## config.mk

```make
export PLATFORM = sky130hd
export DESIGN_NAME = win_buff
export DESIGN_NICKNAME = d
export VERILOG_FILES = /design/src/rtl/win_buff_pkg.sv /design/src/rtl/win_col_ctr.sv /design/src/rtl/win_buff.sv
export SDC_FILE = /design/constraint.sdc
export NUM_CORES = 1
export LEC_CHECK = 0
export CAP_MARGIN = 20
export CORE_MARGIN = 5
export CORE_UTILIZATION = 30
export CTS_CLUSTER_SIZE = 24
export DETAILED_ROUTE_END_ITERATION = 16
export PLACE_DENSITY = 0.64
export SYNTH_ARGS = -nofsm -noshare
export SYNTH_HDL_FRONTEND = slang
export SYNTH_HIERARCHICAL = 1
export SYNTH_SLANG_ARGS = --single-unit
```

## constraint.sdc

```tcl
create_clock -name clk -period 2.51 [get_ports clk]
set_clock_uncertainty 0.15 [all_clocks]
set_input_delay 0.3765 -clock clk [delete_from_list [all_inputs] [get_ports clk]]
set_output_delay 0.3765 -clock clk [all_outputs]
set_load 0.1 [all_outputs]
```

## src/rtl/win_buff_pkg.sv

```systemverilog
// Shared defaults, pixel type and column-wrap helper for the sliding pixel window.
package win_buff_pkg;

   localparam int DW_DEF    = 8;
   localparam int CH_DEF    = 3;
   localparam int K_DEF     = 3;
   localparam int IMG_W_DEF = 32;
   localparam int PW_DEF    = DW_DEF * CH_DEF;

   typedef logic [PW_DEF-1:0] pixel_t;

   function automatic int unsigned wrap_inc(input int unsigned c, input int unsigned n);
      return (c >= n - 1) ? 0 : c + 1;
   endfunction

endpackage

```

## src/rtl/win_col_ctr.sv

```systemverilog
// Row column counter: tracks the column of the next pixel and decides whether
// an accepted pixel completes a presentable window.
module win_col_ctr
   import win_buff_pkg::*;
#(
   parameter int K     = K_DEF,
   parameter int IMG_W = IMG_W_DEF,
   parameter int PAD   = 0,
   parameter int CW    = $clog2(IMG_W)
) (
   input  logic          clk,
   input  logic          rst,
   input  logic          clear,
   input  logic          accept,
   input  logic          out_ready,
   output logic          row_start,
   output logic          out_valid,
   output logic [CW-1:0] out_col
);

   localparam logic [CW-1:0] FIRST_WIN = CW'(K - 1);

   logic [CW-1:0] col_p0;
   logic          win_ok;

   assign row_start = (col_p0 == '0);
   assign win_ok    = (PAD != 0) || (col_p0 >= FIRST_WIN);

   // p0 -> p1: accepted column becomes the presented column
   always_ff @(posedge clk or negedge rst) begin
      if (!rst) begin
         col_p0    <= '0;
         out_col   <= '0;
         out_valid <= 1'b0;
      end else if (clear) begin
         col_p0    <= '0;
         out_col   <= '0;
         out_valid <= 1'b0;
      end else if (accept) begin
         col_p0    <= CW'(wrap_inc(32'(col_p0), unsigned'(IMG_W)));
         out_col   <= col_p0;
         out_valid <= win_ok;
      end else if (out_ready) begin
         out_valid <= 1'b0;
      end
   end

endmodule

```

## src/rtl/win_buff.sv

```systemverilog
// K-tap sliding window over a pixel row with valid/ready handshakes on both sides.
// Taps are zero-filled at each row start so a window never straddles two rows.
module win_buff
   import win_buff_pkg::*;
#(
   parameter int DW    = DW_DEF,
   parameter int CH    = CH_DEF,
   parameter int K     = K_DEF,
   parameter int IMG_W = IMG_W_DEF,
   parameter int PAD   = 0
) (
   input  logic                     clk,
   input  logic                     rst,
   input  logic                     clear,
   input  logic                     in_valid,
   output logic                     in_ready,
   input  logic [CH*DW-1:0]         in_data,
   output logic                     out_valid,
   input  logic                     out_ready,
   output logic [K*CH*DW-1:0]       out_data,
   output logic [$clog2(IMG_W)-1:0] out_col
);

   localparam int PW = CH * DW;
   localparam int CW = $clog2(IMG_W);

   logic [PW-1:0] tap_p0 [K];
   logic          accept;
   logic          row_start;

   assign in_ready = (!out_valid || out_ready) && !clear;
   assign accept   = in_valid && in_ready;

   win_col_ctr #(
      .K     (K),
      .IMG_W (IMG_W),
      .PAD   (PAD),
      .CW    (CW)
   ) u_col (
      .clk       (clk),
      .rst       (rst),
      .clear     (clear),
      .accept    (accept),
      .out_ready (out_ready),
      .row_start (row_start),
      .out_valid (out_valid),
      .out_col   (out_col)
   );

   // p0: tap chain, doubles as the output window register
   always_ff @(posedge clk or negedge rst) begin
      if (!rst) begin
         for (int i = 0; i < K; i++) tap_p0[i] <= '0;
      end else if (clear) begin
         for (int i = 0; i < K; i++) tap_p0[i] <= '0;
      end else if (accept) begin
         tap_p0[0] <= in_data;
         for (int i = 1; i < K; i++) tap_p0[i] <= row_start ? '0 : tap_p0[i-1];
      end
   end

   // Newest tap lands in the most significant slice
   always_comb begin
      out_data = '0;
      for (int i = 0; i < K; i++) out_data[(K-1-i)*PW +: PW] = tap_p0[i];
   end

endmodule

```

==> results of run 1 <==
## registers in the layout (all words and copies together), names as in the netlist
| signal | cells |
|---|---|
| out_data | 72 |
| u_col/out_col | 5 |
| u_col/out_valid | 1 |
| u_col/col_p0 | 5 |
## cells in the final DEF, fill, tap and decap left out, types with 2 or more instances in the layout
master           Yosys  final
nor2_1               9      8
dfrtp_1             83     83
buf_4                2     85
nand2_1              2      2
clkdlybuf4s50_1      0     27
nor2b_1              3      3
buf_12               0      4
nor3_1               2      2
ha_1                 4      4
nand2b_1             2      2
inv_1                5      5
mux2_2               5      5
clkinv_2             0      2
clkbuf_8             0     10
a22o_1              69     69
clkbuf_1             5      2
mux2i_1              6      6
## layer usage
metal / wire length (µm) / GRT usage
met1: 3829 / 0.1801
met2: 3589 / 0.1888
met3: 593 / 0.04278
met4: 116 / 0.04808
met5: 0 / 0
## per-stage QoR
step / hold slack (ns) / instances / instance area, µm²
floorplan: -0.06909 / 222 / 3206
global placement: 0.1011 / 457 / 4269
detailed placement: 0.1033 / 457 / 4269
CTS: 0.2538 / 474 / 4451
global route: 0.2865 / 474 / 4451
finish: 0.2685 / 474 / 4451
## cells by family after synthesis
logic type      share of synthesized area
simple gates                      0.05078
buf+inv                           0.03789
fa+ha+maj                         0.01563
mux                               0.03633
flops                              0.6484
compound gates                     0.2109
## critical path: cells and delay by family
kind,cells,cell delay [ns]
buffers and inverters,3,0.97
and+or+nand+nor,1,0.09
## power by group
part	internal [µW]	leakage, µW	total (µW)	switching, µW
clock network	385	0.0000863	845	460
logic	138	0.000975	493	355
registers	1370	0.00114	1400	32.0
## layout make-up
type,instances,area [µm²],area share
clock buffer,12,145.1,0.03261
inverter,5,18.77,0.004217
timing repair buffer,117,998.5,0.2243
clock inverter,4,26.28,0.005904
multi-input combinational,117,1015,0.2280
sequential,83,2077,0.4667
tap,136,170.2,0.03823
## worst paths after layout
| path | startpoint | end | slack [ns] | cells past startpoint |
|---|---|---|---|---|
| min in group clk | out_data[1] | out_data[1] | 0.36 | 1 |
| setup / recovery | clear | in_ready | 0.53 | 4 |
| hold reg to reg | out_data[1] | out_data[1] | 0.36 | 1 |
| max in group asynchronous | rst | out_data[11] | 1.37 | 3 |
| setup reg to reg | u_col/col_p0[0] | out_data[7] | 0.55 | 6 |
| hold / removal | rst | u_col/out_col[3] | 0.27 | 2 |
==> flow_metrics.env, run 1 <==
export IMPL_status="completed"
export IMPL_syn_area_um2=3203
export IMPL_cts_hold_buffers_added=1
export IMPL_vias_per_cell=4.916
export IMPL_yosysUniqueCellTypes=30
export IMPL_clkSinkCount=83
export IMPL_first_pass_iters=4
export IMPL_async_flop_share=1.000
export IMPL_ant_nets=0
export IMPL_grt_max_degree=47
export IMPL_drt_first_iter_violations=115
export IMPL_syn2layout_area_growth_pct=38.95
export IMPL_clock_latency_ns=0.35
export IMPL_critPathArrivalTime_ns=1.45
export IMPL_hold_viol_final=0
export IMPL_antenna_found_initial=0
export IMPL_min_path_type="input port to async pin"
export IMPL_setup_tns_ns=0
export IMPL_power_density_nw_per_um2=615.5
export IMPL_core_area_um2=10370
export IMPL_fin_crit_sh=0.7891
export IMPL_vias=2330
export IMPL_synth_flop_cell="dfrtp_1"
export IMPL_dieArea_um2=12840
export IMPL_cp_required_ns=1.98
export IMPL_avgSynthCellArea_um2=14.43
export IMPL_drive_gt1_frac=0.3402
export IMPL_min_period_ns=1.981
export IMPL_cts_buffers=9
export IMPL_ys_warn_count=6
export IMPL_portBuffers=107
export IMPL_clkTransAtPathRegs_ns=0.08
export IMPL_drc_errors=0
export IMPL_fin_nets=366
export IMPL_cts_tree="yes"
export IMPL_synth_edff_count=0
export IMPL_fp_dieW_um=113.3
export IMPL_ys_seq_area_frac=0.6484
export IMPL_path_cells="clkdlybuf4s50_1 > buf_4 > nor2_2 > buf_12"
export IMPL_synth_nets=255
export IMPL_cts_buffer_depth=2
export IMPL_cp_slowest_stage_delay_ns=0.52
export IMPL_p_total_uw=2739
export IMPL_slew_headroom=0.7223
export IMPL_grt_usage=0.1298
export IMPL_ys_ff_latch=83
export IMPL_fill_cells=990
export IMPL_start_kind="input port"
export IMPL_synth_cells=222
export IMPL_synth_top_area_frac=0.6484
export IMPL_num_io_pins=108
export IMPL_post_cts_resized=0
export IMPL_start_util=0.3089
export IMPL_timing_fmax_mhz=504.9
export IMPL_h_tree_depth=3
export IMPL_yosys_area_top_type="dfrtp_1"
export IMPL_diodes=0
export IMPL_cap_viol_max_count=0
export IMPL_wirelength_um=8129
export IMPL_dp_slack_ns=0.2549
export IMPL_hpwl_um=5528
export IMPL_grt_pass1_wl_um=13350
export IMPL_finalSetupViolCount=0
export IMPL_post_drt_wl_per_cell_um=17.15
export IMPL_leakage_uw=0.002203
export IMPL_criticalPathCategory="input port to output port"
export IMPL_tightest_slew_ns=0.4161
export IMPL_crit_fanout=18
export IMPL_gr_total_overflow=0
export IMPL_critPathSlowestCell="clkdlybuf4s50_1"
export IMPL_post_synth_top_count_cell="dfrtp_1"
export IMPL_end_kind="output port"
export IMPL_num_rows=37
export IMPL_post_route_util=0.4292
export IMPL_rsz0062_at_grt="no"
export IMPL_first_global_vias=2429
export IMPL_synth_commonest_cells="83 x dfrtp_1, 69 x a22o_1, 9 x nor2_1"
export IMPL_maxSlewViolCount=0
export IMPL_peakVddDrop_mv=0.2064
export IMPL_die_height_um=113.3
export IMPL_root_buffer="clkbuf_8"
export IMPL_gp_congestion=0.7680
export IMPL_synth_area_leaders="dfrtp_1 65%, a22o_1 19%, mux2i_1 1.9%, mux2_2 1.8%, ha_1 1.6%"
export IMPL_setup_slack_ns=0.5293
export IMPL_cts_setup_buffers=0
Power figures use the tool's default switching activity.
==> inputs of run 2 (changes only) <==
--- a/config.mk
+++ b/config.mk
@@ -10,7 +10,7 @@
 export CORE_UTILIZATION = 30
 export CTS_CLUSTER_SIZE = 24
 export DETAILED_ROUTE_END_ITERATION = 16
-export PLACE_DENSITY = 0.64
+export PLACE_DENSITY = 0.66
 export SYNTH_ARGS = -nofsm -noshare
 export SYNTH_HDL_FRONTEND = slang
 export SYNTH_HIERARCHICAL = 1
==> constraint.sdc (replaced) <==
create_clock -name clk -period 1.6 [get_ports clk]
set_clock_uncertainty 0.15 [all_clocks]
set_input_delay 0.24 -clock clk [delete_from_list [all_inputs] [get_ports clk]]
set_output_delay 0.24 -clock clk [all_outputs]
set_load 0.1 [all_outputs]
==> run 2 against run 1 <==
Compared with the run above: the run now ends with setup timing left; hold slack worse by 0.099 ns; wire length up 24%; cell count up 7.8%; register-to-register slack worse by 0.74 ns; clock-buffer cell count fell by 2; setup slack worse by 0.72 ns; largest power group unchanged; clock power increased by 85%.
==> flow_metrics.env, run 2 (synthesis gave the netlist of run 1 again) <==
export IMPL_status="finished, violations left"
export IMPL_violations="setup timing"
export IMPL_final_cell_mix="86 x buf_12, 82 x dfrtp_1, 69 x a22o_1"
export IMPL_ant_nets=0
export IMPL_vias=2565
export IMPL_h_tree_depth=3
export IMPL_fin_crit_sh=1.117
export IMPL_clkSinkCount=83
export IMPL_root_buffer="clkbuf_8"
export IMPL_fill_cells=810
export IMPL_grt_max_degree=40
export IMPL_hpwl_um=6288
export IMPL_drt_first_iter_violations=131
export IMPL_setup_slack_ns=-0.1877
export IMPL_die_height_um=113.3
export IMPL_layout_commonest_cell="buf_12"
export IMPL_maxSlewViolCount=0
export IMPL_cp_required_ns=1.74
export IMPL_finalSetupViolCount=84
export IMPL_rsz0062_at_grt="yes"
export IMPL_top_layer_used="met4"
export IMPL_post_route_util=0.5864
export IMPL_diodes=0
export IMPL_largest_reg_flops=72
export IMPL_core_area_um2=10370
export IMPL_dp_slack_ns=-0.4192
export IMPL_first_pass_iters=4
export IMPL_criticalPathCategory="flop to flop"
export IMPL_first_global_vias=2649
export IMPL_placed_cells=474
export IMPL_drive_gt1_frac=0.4507
export IMPL_num_rows=37
export IMPL_wl_met3_um=640
export IMPL_clkTransAtPathRegs_ns=0.09
export IMPL_post_drt_wl_per_cell_um=19.71
export IMPL_crit_fanout=4
export IMPL_dieArea_um2=12840
export IMPL_start_util=0.3089
export IMPL_portBuffers=107
export IMPL_hold_viol_final=0
export IMPL_wl_met1_um=4307
export IMPL_gp_congestion=0.7548
export IMPL_end_kind="flop"
export IMPL_start_kind="flop"
export IMPL_min_path_type="input port to async pin"
export IMPL_timing_fmax_mhz=559.4
export IMPL_cts_buffer_depth=2
export IMPL_final_cells=511
export IMPL_gr_total_overflow=0
export IMPL_power_density_nw_per_um2=794.6
export IMPL_fin_nets=403
export IMPL_drc_errors=0
export IMPL_min_period_ns=1.788
export IMPL_critPathArrivalTime_ns=1.92
export IMPL_clock_latency_ns=0.35
export IMPL_fp_dieW_um=113.3
export IMPL_syn2layout_area_growth_pct=89.84
export IMPL_cap_viol_max_count=0
export IMPL_vias_per_cell=5.020
export IMPL_wirelength_um=10070
export IMPL_peakVddDrop_mv=0.3807
export IMPL_grt_usage=0.1521
export IMPL_grt_pass1_wl_um=15250
export IMPL_antenna_found_initial=0
export IMPL_wl_met2_um=5068
export IMPL_path_cells="nor2b_4 > nor3b_4 > buf_6 > buf_4 > nand2b_4 > mux2_4 > nor2_2"
export IMPL_critPathSlowestCell="dfrtp_4"
export IMPL_slew_headroom=0.7799
export IMPL_num_io_pins=108
export IMPL_cp_slowest_stage_delay_ns=0.48
export IMPL_tightest_slew_ns=0.3291
export IMPL_cts_tree="yes"
export IMPL_leakage_uw=0.002713
export IMPL_cts_buffers=9
run 2: final timing paths:
| kind | start | end | slack, ns | cells after the start |
|---|---|---|---|---|
| max | u_col/out_valid | u_col/col_p0[0] | -0.19 | 7 |
| min | rst | out_data[32] | 0.17 | 2 |
| max reg2reg | u_col/out_valid | u_col/col_p0[0] | -0.19 | 7 |
| max in group asynchronous | rst | out_data[66] | 0.62 | 3 |
| min reg2reg | out_data[23] | out_data[23] | 0.42 | 1 |
| min in group clk | in_data[20] | out_data[68] | 0.35 | 2 |
run 2: cell type report:
class / instances / area [µm²] / share of cell area
clock buffers: 10 / 127.6 / 0.02099
repair buffers: 154 / 2475 / 0.4070
well taps: 136 / 170.2 / 0.02798
clock inverters: 6 / 73.82 / 0.01214
multi-input cells: 117 / 1135 / 0.1866
flip-flops and latches: 83 / 2081 / 0.3422
inverters: 5 / 18.77 / 0.003086
run 2: timing repair:
item | CTS | global route
pin swaps | 22 | 60
setup buffers | 12 | 4
gates resized for setup | 33 | 12
endpoints found under the hold margin | 83 | 0
cloned | 6 | 4
hold buffers | 1 | 0
endpoints found under the setup margin | 84 | 84
run 2: power by group:
group	internal, µW	total, µW	switching, µW
Clock	742	1560	818
Sequential	2150	2220	71.6
Combinational	444	1050	609
run 2: metal layers:
| metal | global-route usage | up-vias |
|---|---|---|
| li1 | - | 1144 |
| met1 | 0.2041 | 1327 |
| met2 | 0.2480 | 89 |
| met3 | 0.04332 | 5 |
| met4 | 0.02885 | 0 |
| met5 | 0 | - |
run 2: through the flow:
step | setup TNS [ns] | power (µW) | hold slack [ns] | cell area, µm²
2_1_floorplan | -8.983 | 2751 | -0.2056 | 3231
3_3_place_gp | -25.15 | 3190 | -0.007316 | 5409
3_5_place_dp | -27.57 | 3204 | -0.009686 | 5409
4_1_cts | -11.01 | 4852 | 0.1580 | 6008
5_1_grt | -15.97 | 5012 | 0.1712 | 6081
6_report | -10.81 | 4832 | 0.1694 | 6081
run 2: critical path, delay by kind of cell (launching register included):
kind / cells / cell delay, ns
buf+inv: 2 / 0.26
simple gates: 4 / 0.57
mux: 1 / 0.26
flops: 1 / 0.48
